===== config.mk =====
export PLATFORM = sky130hd
export DESIGN_NAME = keypad_scan_matrix
export DESIGN_NICKNAME = d
export VERILOG_FILES = /design/src/rtl/keypad_pkg.sv /design/src/rtl/keypad_scan_timer.sv /design/src/rtl/keypad_scan_matrix.sv
export SDC_FILE = /design/constraint.sdc
export NUM_CORES = 1
export LEC_CHECK = 0
export ABC_CLOCK_PERIOD_IN_PS = 9300
export BUFFER_PORTS_ARGS = -buffer_cell sky130_fd_sc_hd__buf_2
export CAP_MARGIN = 10
export CORE_ASPECT_RATIO = 1.2
export CORE_MARGIN = 3
export CORE_UTILIZATION = 58
export CTS_CLUSTER_SIZE = 10
export DETAILED_ROUTE_END_ITERATION = 10
export PLACE_DENSITY = 0.84
export SYNTH_ARGS = -nofsm -noshare
export SYNTH_HDL_FRONTEND = slang
export SYNTH_SLANG_ARGS = --single-unit

===== constraint.sdc =====
create_clock -name clk -period 9.3 [get_ports clk]
set_clock_uncertainty 0.05 [all_clocks]
set_input_delay 1.86 -clock clk [delete_from_list [all_inputs] [get_ports clk]]
set_output_delay 1.86 -clock clk [all_outputs]
set_load 0.1 [all_outputs]

===== src/rtl/keypad_pkg.sv =====
// keypad_pkg
// Shared types and constants for the keypad scanner and its downstream
// symbol decoder.
//   scan_state_e : debounce state machine encoding
//   scan_class_e : classification of one complete matrix scan
//   SYM_*        : keypad symbols produced by the downstream decoder
//   raw_to_sym   : maps a row-major raw code from a 4x4 pad to a symbol
package keypad_pkg;

  typedef enum logic [1:0] {
    IDLE       = 2'd0,
    PRESS_PEND = 2'd1,
    HELD       = 2'd2,
    REL_PEND   = 2'd3
  } scan_state_e;

  typedef enum logic [1:0] {
    EMPTY  = 2'd0,
    SINGLE = 2'd1,
    MULTI  = 2'd2
  } scan_class_e;

  localparam int SYM_W = 5;
  localparam logic [SYM_W-1:0] SYM_0         = 5'd0;
  localparam logic [SYM_W-1:0] SYM_1         = 5'd1;
  localparam logic [SYM_W-1:0] SYM_2         = 5'd2;
  localparam logic [SYM_W-1:0] SYM_3         = 5'd3;
  localparam logic [SYM_W-1:0] SYM_4         = 5'd4;
  localparam logic [SYM_W-1:0] SYM_5         = 5'd5;
  localparam logic [SYM_W-1:0] SYM_6         = 5'd6;
  localparam logic [SYM_W-1:0] SYM_7         = 5'd7;
  localparam logic [SYM_W-1:0] SYM_8         = 5'd8;
  localparam logic [SYM_W-1:0] SYM_9         = 5'd9;
  localparam logic [SYM_W-1:0] SYM_BACKSPACE = 5'd10;
  localparam logic [SYM_W-1:0] SYM_ENTER     = 5'd11;
  localparam logic [SYM_W-1:0] SYM_PAUSE     = 5'd12;
  localparam logic [SYM_W-1:0] SYM_SWITCH    = 5'd13;
  localparam logic [SYM_W-1:0] SYM_NO_KEY    = 5'd31;

  // Board layout (row-major):  1 2 3 A / 4 5 6 B / 7 8 9 C / * 0 # D
  // A = pause, B = switch, * = backspace, # = enter, C and D unused.
  function automatic logic [SYM_W-1:0] raw_to_sym(input logic [3:0] raw);
    logic [SYM_W-1:0] sym;
    case (raw)
      4'd0:    sym = SYM_1;
      4'd1:    sym = SYM_2;
      4'd2:    sym = SYM_3;
      4'd3:    sym = SYM_PAUSE;
      4'd4:    sym = SYM_4;
      4'd5:    sym = SYM_5;
      4'd6:    sym = SYM_6;
      4'd7:    sym = SYM_SWITCH;
      4'd8:    sym = SYM_7;
      4'd9:    sym = SYM_8;
      4'd10:   sym = SYM_9;
      4'd12:   sym = SYM_BACKSPACE;
      4'd13:   sym = SYM_0;
      4'd14:   sym = SYM_ENTER;
      default: sym = SYM_NO_KEY;
    endcase
    return sym;
  endfunction

endpackage


===== src/rtl/keypad_scan_timer.sv =====
// keypad_scan_timer
// Column dwell divider and column strobe generator.
//   clk, rst_n : clock and synchronous active-low reset
//   col_idx    : zero-based column currently driven (column 1 = index 0)
//   col_out    : registered active-low one-cold strobe, col_out[COLS-1] = column 1
//   tick       : last cycle of the current column's dwell (rows sampled here)
//   scan_done  : tick of the last column, i.e. a full scan is complete
module keypad_scan_timer
  import keypad_pkg::*;
#(
  parameter int COLS     = 4,
  parameter int SCAN_DIV = 62501,
  parameter int COL_W    = 2
) (
  input  logic             clk,
  input  logic             rst_n,
  output logic [COL_W-1:0] col_idx,
  output logic [COLS-1:0]  col_out,
  output logic             tick,
  output logic             scan_done
);

  localparam int               DIV_W       = (SCAN_DIV > 1) ? $clog2(SCAN_DIV) : 1;
  localparam logic [DIV_W-1:0] DIV_LAST    = DIV_W'(SCAN_DIV - 1);
  localparam logic [COL_W-1:0] COL_LAST    = COL_W'(COLS - 1);
  localparam logic [COLS-1:0]  COL_OUT_RST = ~(COLS'(1) << (COLS - 1));

  logic [DIV_W-1:0] div_cnt_q, div_cnt_d;
  logic [COL_W-1:0] col_idx_q, col_idx_d;
  logic [COLS-1:0]  col_out_q, col_out_d;
  logic             tick_s;
  logic             scan_done_s;

  // Divider, column advance and the strobe pattern for the next column.
  always_comb begin
    tick_s      = (div_cnt_q == DIV_LAST);
    scan_done_s = tick_s && (col_idx_q == COL_LAST);
    if (tick_s) begin
      div_cnt_d = '0;
      if (col_idx_q == COL_LAST) begin
        col_idx_d = '0;
      end else begin
        col_idx_d = col_idx_q + 1'b1;
      end
    end else begin
      div_cnt_d = div_cnt_q + 1'b1;
      col_idx_d = col_idx_q;
    end
    // Strobe is derived from the next index so col_out and col_idx move together.
    col_out_d                       = '1;
    col_out_d[COL_LAST - col_idx_d] = 1'b0;
  end

  // State registers with synchronous reset to column 1 driven.
  always_ff @(posedge clk) begin
    if (!rst_n) begin
      div_cnt_q <= '0;
      col_idx_q <= '0;
      col_out_q <= COL_OUT_RST;
    end else begin
      div_cnt_q <= div_cnt_d;
      col_idx_q <= col_idx_d;
      col_out_q <= col_out_d;
    end
  end

  assign col_idx   = col_idx_q;
  assign col_out   = col_out_q;
  assign tick      = tick_s;
  assign scan_done = scan_done_s;

endmodule


===== src/rtl/keypad_scan_matrix.sv =====
// keypad_scan_matrix
// Scans a ROWS x COLS key matrix, debounces by whole-scan agreement and
// emits one-cycle key events carrying a row-major raw code.
//   clk, rst_n : clock and synchronous active-low reset
//   row_in     : active-low row sense, row_in[ROWS-1] = row 1
//   col_out    : active-low one-cold column strobe, col_out[COLS-1] = column 1
//   key_valid  : one-cycle pulse when a key is accepted (or auto-repeated)
//   key_code   : row_idx*COLS + col_idx of the last accepted key, held
//   key_held   : high while the accepted key remains pressed
//   multi_key  : high for the scan period after a scan with >1 closed contact
// Optional feature: define KEYPAD_AUTOREPEAT_EN to re-pulse key_valid while
// the accepted key is held (REPEAT_DELAY scans, then every REPEAT_RATE scans).
module keypad_scan_matrix
  import keypad_pkg::*;
#(
  parameter int ROWS         = 4,
  parameter int COLS         = 4,
  parameter int SCAN_DIV     = 62501,
  parameter int STABLE_SCANS = 2,
  parameter int CODE_W       = $clog2(ROWS * COLS)
`ifdef KEYPAD_AUTOREPEAT_EN
  ,
  parameter int REPEAT_DELAY = 8,
  parameter int REPEAT_RATE  = 2
`endif
) (
  input  logic              clk,
  input  logic              rst_n,
  input  logic [ROWS-1:0]   row_in,
  output logic [COLS-1:0]   col_out,
  output logic              key_valid,
  output logic [CODE_W-1:0] key_code,
  output logic              key_held,
  output logic              multi_key
);

  localparam int               COL_W      = (COLS > 1) ? $clog2(COLS) : 1;
  localparam int               CNT_W      = $clog2(STABLE_SCANS + 1);
  localparam logic [CNT_W-1:0] STABLE_N   = CNT_W'(STABLE_SCANS);
  localparam logic [CNT_W-1:0] CNT_ONE    = CNT_W'(1);
  localparam bit               STABLE_ONE = (STABLE_SCANS <= 1);

  logic [COL_W-1:0] col_idx_s;
  logic             tick_s;
  logic             scan_done_s;

  // snap[c][r] = 1 when the contact at row_idx r / col_idx c is closed.
  logic [COLS-1:0][ROWS-1:0] snap_q, snap_d;
  logic [1:0]                n_closed_s;
  logic [CODE_W-1:0]         hit_code_s;
  scan_class_e               cls_s;

  scan_state_e       state_q, state_d;
  logic [CODE_W-1:0] cand_q, cand_d;
  logic [CNT_W-1:0]  cnt_q, cnt_d;
  logic [CODE_W-1:0] key_code_q, key_code_d;
  logic              key_valid_q, key_valid_d;
  logic              key_held_q, key_held_d;
  logic              multi_key_q, multi_key_d;
  logic              accept_s;
  logic              release_s;
  logic              rep_pulse_s;

  keypad_scan_timer #(
    .COLS     (COLS),
    .SCAN_DIV (SCAN_DIV),
    .COL_W    (COL_W)
  ) u_timer (
    .clk       (clk),
    .rst_n     (rst_n),
    .col_idx   (col_idx_s),
    .col_out   (col_out),
    .tick      (tick_s),
    .scan_done (scan_done_s)
  );

  // Snapshot update and full-scan classification (uses the freshly sampled column).
  always_comb begin
    snap_d = snap_q;
    if (tick_s) begin
      for (int r = 0; r < ROWS; r++) begin
        snap_d[col_idx_s][r] = ~row_in[ROWS-1-r];
      end
    end else begin
      snap_d = snap_q;
    end
    n_closed_s = 2'd0;
    hit_code_s = '0;
    for (int r = 0; r < ROWS; r++) begin
      for (int c = 0; c < COLS; c++) begin
        if (snap_d[c][r]) begin
          if (n_closed_s != 2'd2) begin
            n_closed_s = n_closed_s + 2'd1;
          end else begin
            n_closed_s = 2'd2;
          end
          hit_code_s = CODE_W'(r * COLS + c);
        end else begin
          n_closed_s = n_closed_s;
        end
      end
    end
    case (n_closed_s)
      2'd0:    cls_s = EMPTY;
      2'd1:    cls_s = SINGLE;
      default: cls_s = MULTI;
    endcase
  end

`ifdef KEYPAD_AUTOREPEAT_EN
  localparam int               REP_MAX = (REPEAT_DELAY > REPEAT_RATE) ? REPEAT_DELAY : REPEAT_RATE;
  localparam int               REP_W   = $clog2(REP_MAX + 1);
  localparam logic [REP_W-1:0] DELAY_N = REP_W'(REPEAT_DELAY);
  localparam logic [REP_W-1:0] RATE_N  = REP_W'(REPEAT_RATE);

  logic [REP_W-1:0] rep_cnt_q, rep_cnt_d;
  logic             rep_first_q, rep_first_d;

  // Repeat counter: counts scans of the accepted key while in HELD; any other
  // scan outcome either leaves HELD or interrupts the hold, so it restarts.
  always_comb begin
    rep_cnt_d   = rep_cnt_q;
    rep_first_d = rep_first_q;
    rep_pulse_s = 1'b0;
    if (state_q != HELD) begin
      rep_cnt_d   = '0;
      rep_first_d = 1'b1;
    end else if (scan_done_s) begin
      if ((cls_s == SINGLE) && (hit_code_s == key_code_q)) begin
        rep_cnt_d = rep_cnt_q + 1'b1;
        if (rep_cnt_d == (rep_first_q ? DELAY_N : RATE_N)) begin
          rep_pulse_s = 1'b1;
          rep_cnt_d   = '0;
          rep_first_d = 1'b0;
        end else begin
          rep_pulse_s = 1'b0;
        end
      end else begin
        rep_cnt_d   = '0;
        rep_first_d = 1'b1;
      end
    end else begin
      rep_cnt_d = rep_cnt_q;
    end
  end

  // Repeat counter registers.
  always_ff @(posedge clk) begin
    if (!rst_n) begin
      rep_cnt_q   <= '0;
      rep_first_q <= 1'b1;
    end else begin
      rep_cnt_q   <= rep_cnt_d;
      rep_first_q <= rep_first_d;
    end
  end
`else
  assign rep_pulse_s = 1'b0;
`endif

  // Debounce state machine: next state and registered outputs.
  always_comb begin
    state_d     = state_q;
    cand_d      = cand_q;
    cnt_d       = cnt_q;
    key_code_d  = key_code_q;
    key_valid_d = rep_pulse_s;
    key_held_d  = key_held_q;
    multi_key_d = multi_key_q;
    accept_s    = 1'b0;
    release_s   = 1'b0;
    if (scan_done_s) begin
      multi_key_d = (cls_s == MULTI);
      case (state_q)
        IDLE: begin
          if (cls_s == SINGLE) begin
            cand_d = hit_code_s;
            cnt_d  = CNT_ONE;
            if (STABLE_ONE) begin
              accept_s = 1'b1;
            end else begin
              state_d = PRESS_PEND;
            end
          end else begin
            cnt_d = '0;
          end
        end
        PRESS_PEND: begin
          if ((cls_s == SINGLE) && (hit_code_s == cand_q)) begin
            cnt_d = cnt_q + CNT_ONE;
            if (cnt_d >= STABLE_N) begin
              accept_s = 1'b1;
            end else begin
              accept_s = 1'b0;
            end
          end else if (cls_s == SINGLE) begin
            cand_d = hit_code_s;
            cnt_d  = CNT_ONE;
          end else begin
            state_d = IDLE;
            cnt_d   = '0;
          end
        end
        HELD: begin
          // MULTI counts as empty, so only a single contact keeps the key held.
          if (cls_s != SINGLE) begin
            cnt_d = CNT_ONE;
            if (STABLE_ONE) begin
              release_s = 1'b1;
            end else begin
              state_d = REL_PEND;
            end
          end else begin
            state_d = HELD;
          end
        end
        REL_PEND: begin
          if (cls_s != SINGLE) begin
            cnt_d = cnt_q + CNT_ONE;
            if (cnt_d >= STABLE_N) begin
              release_s = 1'b1;
            end else begin
              release_s = 1'b0;
            end
          end else begin
            state_d = HELD;
            cnt_d   = '0;
          end
        end
        default: begin
          state_d = IDLE;
          cnt_d   = '0;
        end
      endcase
      if (accept_s) begin
        key_code_d  = cand_d;
        key_valid_d = 1'b1;
        key_held_d  = 1'b1;
        state_d     = HELD;
        cnt_d       = '0;
      end else if (release_s) begin
        key_held_d = 1'b0;
        state_d    = IDLE;
        cnt_d      = '0;
      end else begin
        state_d = state_d;
      end
    end else begin
      state_d = state_q;
    end
  end

  // Debounce registers with synchronous reset discarding all partial state.
  always_ff @(posedge clk) begin
    if (!rst_n) begin
      snap_q      <= '0;
      state_q     <= IDLE;
      cand_q      <= '0;
      cnt_q       <= '0;
      key_code_q  <= '0;
      key_valid_q <= 1'b0;
      key_held_q  <= 1'b0;
      multi_key_q <= 1'b0;
    end else begin
      snap_q      <= snap_d;
      state_q     <= state_d;
      cand_q      <= cand_d;
      cnt_q       <= cnt_d;
      key_code_q  <= key_code_d;
      key_valid_q <= key_valid_d;
      key_held_q  <= key_held_d;
      multi_key_q <= multi_key_d;
    end
  end

  assign key_valid = key_valid_q;
  assign key_code  = key_code_q;
  assign key_held  = key_held_q;
  assign multi_key = multi_key_q;

endmodule


# Word-level counts from Yosys, hierarchy flattened
# Cells that the tools add are included.
[classes]
eq_ne = 30
div_mod_pow = 0
n_mux = 92
add_sub_neg = 19
magnitude_cmp = 5
bitwise_logic = 6
n_reduce_logical = 13
shifts = 0
n_mul = 0
[ops]
columns = ["cell", "n"]
rows = [
  ["2-bit 2-to-1 mux", 44],
  ["4-bit 2-to-1 mux", 17],
  ["16-bit bitwise mux", 4],
  ["2-bit by 1-bit adder with 2-bit output, second input constant", 17],
  ["4-bit demux with 2-bit select", 4],
  ["2-bit != test, second input constant", 15],
  ["4-bit != test, second input constant", 5],
  ["16-bit by 1-bit adder with 16-bit output, second input constant", 1],
  ["16-bit equality test, second input constant", 1],
  ["1-bit 2-to-1 mux", 16],
  ["16-bit 2-to-1 mux", 1],
  ["2-bit case mux with 4 select lines", 2],
  ["2-bit equality test, second input constant", 4],
  ["4-bit case mux with 2 select lines", 1],
  ["2-bit AND reduction", 4],
  ["2-bit by 1-bit equality test with 1-bit output, second input constant", 3],
  ["2-bit by 3-bit < comparator with 1-bit output, second input constant", 2],
  ["1-bit NOT", 5],
  ["5-bit AND reduction", 1],
  ["4-bit equality test", 1],
  ["2-bit by 1-bit >= comparator with 1-bit output, second input constant", 2],
  ["1-bit logical AND", 4],
  ["2-bit logical NOT", 2],
  ["4-bit NOT", 1],
  ["other kinds (8)", 8],
]
[totals]
memories = 0
output_inout_bits = 11
word_cells = 179
ram_bits = 0
register_bits = 53
inputBits = 6
romBits = 0
latchBits = 0

# Logic depth before layout (Yosys ltp)
[depth]
ltp_word = 64
ltp_mapped = 39
mapped_depth_nobuf = 35

# Hierarchy
# From an unflattened synthesis, not the netlist that was laid out.
[hier_totals]
cells_unflattened = 583
area_unflattened_um2 = 4576.9
[modules_own_cells]
columns = ["module", "area_each_um2", "cells_each", "seq_area_each_um2", "n_inst"]
rows = [
  ["keypad_scan_matrix", 3558.4, 470, 620.6, 1],
  ["keypad_scan_timer", 1018.5, 113, 440.4, 1],
]

# Least setup slack after synthesis
# No wires, ideal clock.
[synth_path]
path_type = "input to register"
startpoint = "input row_in[3]"
endpoint = "register cnt_q[0]"
setup_ns = 0.122
slack_ns = 1.603
path_buffers = 2
arrival_time_ns = 7.525
required_ns = 9.128
cell_stages = 26
path_cell_list = "o21ai_0 > inv_1 > ha_1 > clkbuf_1 > nor4_1 > a311o_1 > a211oi_1 > o211ai_1 > xnor2_1 > a221o_1 > a21oi_1 > xnor2_1 > a211oi_2 > a211oi_1 > a2bb2oi_1 > a32oi_4 > xnor2_2 > nor4b_1 > o221ai_1 > o21a_1 > ha_1 > nand2_1 > o41a_1 > buf_6 > and2_1 > o311a_1"
[synth_between]
elab_chain_cells = 61
elab_cells_between_ends = 103
cone_classes = "15 x add/sub; 20 x eq/ne; 64 x mux; 1 x bitwise; 3 x reduce/logical"
[synth_rtl]
columns = ["element", "line", "rtl"]
rows = [
  ["start, declared", "keypad_scan_matrix.sv:29", "input logic [ROWS-1:0] row_in,"],
  ["1-bit NOT (*)", "keypad_scan_matrix.sv:82", "snap_d[col_idx_s][r] = ~row_in[ROWS-1-r];"],
  ["16-bit bitwise mux (*) (4 in a row)", "keypad_scan_matrix.sv:82", ""],
  ["16-bit 2-to-1 mux (*)", "keypad_scan_matrix.sv:80", "if (tick_s) begin"],
  ["1-bit 2-to-1 mux", "keypad_scan_matrix.sv:91", "if (snap_d[c][r]) begin"],
  ["2-bit by 1-bit adder with 2-bit output or 2-bit != test (tied branches)", "keypad_scan_matrix.sv:93, keypad_scan_matrix.sv:92", ""],
  ["2-bit 2-to-1 mux", "keypad_scan_matrix.sv:92", "if (n_closed_s != 2'd2) begin"],
  ["2-bit 2-to-1 mux", "keypad_scan_matrix.sv:91", ""],
  ["2-bit by 1-bit adder with 2-bit output or 2-bit != test (tied branches)", "keypad_scan_matrix.sv:93, keypad_scan_matrix.sv:92", ""],
  ["[42 not listed]", "--", ""],
  ["2-bit case mux with 2 select lines", "keypad_scan_matrix.sv:103", "case (n_closed_s)"],
  ["2-bit by 1-bit equality test with 1-bit output", "keypad_scan_matrix.sv:176, keypad_scan_matrix.sv:189, keypad_scan_matrix.sv:196", ""],
  ["1-bit logical AND", "keypad_scan_matrix.sv:189", "if ((cls_s == SINGLE) && (hit_code_s == cand_q)) begin"],
  ["1-bit 2-to-1 mux", "keypad_scan_matrix.sv:189", ""],
  ["1-bit 2-to-1 mux", "keypad_scan_matrix.sv:174", "case (state_q)"],
  ["1-bit 2-to-1 mux", "keypad_scan_matrix.sv:172", "if (scan_done_s) begin"],
  ["4-bit != test (no line)", "--", ""],
  ["2-bit AND reduction (no line)", "--", ""],
  ["end signal, assigned", "keypad_scan_matrix.sv:268", "cnt_q <= cnt_d;"],
  ["end, declared", "keypad_scan_matrix.sv:55", "logic [CNT_W-1:0] cnt_q, cnt_d;"],
]
# Mark *: on every way between the ends. The rest lies on a longest branch, timed or not. The select of a mux whose other input is x is not followed.
# A chain may end at the register's enable or synchronous reset.

==> metrics.md <==
| Metric | Value |
|---|---|
| Commonest non-fill, non-tap cells in the layout | `nand2_1, nor2_1, dfxtp_1` |
| IO Pins | `17` |
| CTS max path bufs | `2` |
| Fin crit share | `91.3%` |
| Synth Area in Adders | `3.39%` |
| Initial antenna violation count | `0` |
| Critical Setup Path Class | `register to register` |
| Most frequent cell on the critical path | `ha_1` |
| Number of global-route vias before repair | `3630` |
| Number of antenna diodes | `0` |
| Crit Path Max Fanout | `13` |
| # setup viols final | `0` |
| Hold Crit Class | `register to register` |
| Final std cells w/o fill | `620` |
| Clk_lat worst skew | `a little over 300 ps` |
| Root Buffer | `clkbuf_8` |
| H-tree depth | `2` |
| CP endpoint kind | `register` |
| Worst EP arrival | `between 8000 and 9000 ps` |
| Sequential-to-total area share from yosys stat | `a little over a quarter` |
| Vias per cell | `6.33` |
| Hold Fails Final Rpt | `0` |
| Die area | `between 8000 and 9000 sq um` |
| EDFF count, synth | `0` |
| Grt ovf | `0` |
| Nets | `551` |
| Largest family of logic cells by synthesized area | `simple AND/OR/NAND/NOR gates` |
| CP peak stage delay | `550 ps` |
| Synth Area in Simple Gates | `between 20 and 30%` |
| Wire per inst | `15.2 microns` |
| Post-Route WL | `between 9000 and 10000 microns` |
| Starting DRT DRC Count | `188` |
| PwrDens | `98.2 nW/um^2` |
| Number of synthesis warnings | `0` |
| Most used DFF post-synth | `dfxtp_1` |
| Layout cells sized above 1 | `10.1%` |
| Fin. max-slew vios | `0` |
| Total GRT Usage | `about a quarter` |
| Status | `finished, final reports clean` |
| Syn Inst Count | `530` |
| Placement Rows | `32` |
| Mean post-synth cell area | `between 7 and 8 sq um` |
| Initial core utilization | `61.5%` |
| Placed cell count | `612` |
| Compound-Gate Fraction of Synth Area | `25.4%` |
| Yosys cell types | `between 80 and 90` |
| Setup TNS | `0 ps` |
| Largest net degree at the start of global routing | `26` |
| Asr flop ratio synth | `0%` |
| DRC | `0` |
| Clock Pin Slew Worst Setup and Hold Paths | `~100 ps` |
| Gp weighted congestion | `0.943` |
| LEAKAGE | `1.63 nW` |
| Seq cells post-synth | `between 50 and 60` |
| Pre-antenna DRT Iters | `6` |
| Syn Nets | `547` |
| Final WS setup | `between 800 and 900 ps` |
| Hold-fix buffers, CTS | `0` |
| First-pass GRT wire length | `~16000 microns` |
| Sink Count | `53` |
| Peak Freq | `around 0.12 GHz` |
| Power, Total | `0.424 mW` |
| Area Overhead vs Synth | `6.35%` |
| # port buffers | `16` |
| Min Tclk post-route | `between 8000 and 9000 ps` |
| Antenna Violating Nets Remaining | `0` |
| DIE HEIGHT | `between 90 and 100 microns` |
| Post-Synth XOR/XNOR Area | `7.05%` |
| Slew Limit Headroom | `48.8%` |
| Mapped cell area | `~4100 sq um` |
| Max cap viols | `0` |
| Commonest non-fill, non-tap cell in the layout | `nand2_1` |
| Worst slew pin tran | `between 700 and 800 ps` |
| Setup slack after placement | `403 ps` |
| Die width | `82.4 microns` |
| CTS tree | `built` |
| Peak VDD IR | `74.4 uV` |
| Dpl hpwl | `7010 microns` |
| WP data required | `between 9000 and 10000 ps` |
| Startpoint types | `register` |
| Via count | `3922` |
| TritonCTS Buffers | `5` |
| Mux cell area share after synthesis | `4.34%` |
| Core Area | `about 6600 sq um` |
| Unrepaired setup endpoints after global routing | `false` |
| Critical path's slowest cell | `ha_1` |
[state kept, by name (all words and copies together), names as in the netlist]
signal and cells:
snap_q 16, u_timer.div_cnt_q 16, cand_q 4, key_code 4
u_timer.col_out 4, cnt_q 2, state_q 2, u_timer.col_idx 2
key_held 1, key_valid 1, multi_key 1
[per-stage QoR]
step                hold slack, ps  area, sq um  utilization, %
floorplan                      380         4060               -
global route                   443         4320            65.4
detailed placement             408         4170            63.1
CTS                            427         4300            65.1
finish                         422         4320            65.4
global placement               393         4170            63.1
[routing by layer]
layer,vias to the layer above,track usage (%),share of wire (%)
met4,0,9.46,1.8
met1,1857,29.0,45
met3,13,3.15,4.2
met2,105,39.8,50
li1,1947,-,-
met5,-,0,0
[what timing repair did]
action / 4_1_cts / 5_1_grt
setup buffers: 0 / 0
resized for setup: 0 / 3
setup endpoints to repair: 0 / 15
[logic make-up after synthesis]
group                      after synthesis
adders and majority gates               11
buffers and inverters                   38
AOI/OAI and AO/OA                      138
DFF                                     53
and+or+nand+nor                        242
muxes                                   17
xor gates and xnor gates                31
[synth_stat cells, types with 3 or more instances]
| library cell | count | area (sq um) |
|---|---|---|
| nand2_1 | 80 | 300 |
| nor2_1 | 70 | 263 |
| dfxtp_1 | 53 | 1060 |
| a21oi_1 | 29 | 145 |
| o21ai_0 | 26 | 130 |
| inv_1 | 16 | 60.1 |
| nand3_1 | 16 | 80.1 |
| xnor2_1 | 16 | 140 |
| clkbuf_1 | 15 | 56.3 |
| mux2i_1 | 15 | 150 |
| xor2_1 | 13 | 114 |
| o21a_1 | 12 | 90.1 |
| ha_1 | 11 | 138 |
| or3_1 | 10 | 62.6 |
| and3_1 | 9 | 56.3 |
| nor3_1 | 9 | 45.0 |
| o211ai_1 | 8 | 60.1 |
| a211oi_1 | 7 | 52.6 |
| and2_1 | 7 | 43.8 |
| nand2b_1 | 6 | 37.5 |
| nand4_1 | 6 | 37.5 |
| a31oi_1 | 5 | 31.3 |
| nor4_1 | 5 | 31.3 |
| a221o_1 | 4 | 40.0 |
| and4_1 | 4 | 35.0 |
| a211oi_2 | 3 | 37.5 |
| a311oi_1 | 3 | 26.3 |
| buf_2 | 3 | 15.0 |
| nor4b_1 | 3 | 26.3 |
| o21ai_1 | 3 | 15.0 |
| o221ai_1 | 3 | 26.3 |
[critical path: cells and delay by family (launching register included)]
kind / cells / cell delay (ps)
DFF: 1 / 340
muxes: 1 / 170
buffers and inverters: 2 / 220
and+or+nand+nor: 8 / 2130
adders and majority gates: 3 / 1030
xor gates and xnor gates: 2 / 420
AOI/OAI and AO/OA: 15 / 4010
[where the power goes]
| part | internal, mW | switching (mW) |
|---|---|---|
| Clock | 0.107 | 0.0775 |
| Sequential | 0.228 | 0.00125 |
| Combinational | 0.00258 | 0.00782 |
| Total | 0.337 | 0.0866 |
[area by class of cell]
type                       count  area, sq um
clock buffer                   5         68.8
clock inverter                 3         65.1
fill                         571         2290
inverter                      16         60.1
multi-input combinational    439         2860
sequential                    53         1060
tap                           85          106
timing repair buffer          19          103
[final timing paths]
kind	cells after the start	slack [ps]	start	to
setup / recovery	31	810	u_timer.div_cnt_q[0]$_SDFF_PP0_	cand_q[3]$_SDFFE_PN0P_
hold / removal	2	420	key_code[0]$_SDFFE_PN0P_	key_code[0]$_SDFFE_PN0P_
setup reg to reg	31	810	u_timer.div_cnt_q[0]$_SDFF_PP0_	cand_q[3]$_SDFFE_PN0P_
hold reg to reg	2	420	key_code[0]$_SDFFE_PN0P_	key_code[0]$_SDFFE_PN0P_
(Power assumes the default switching activity.)
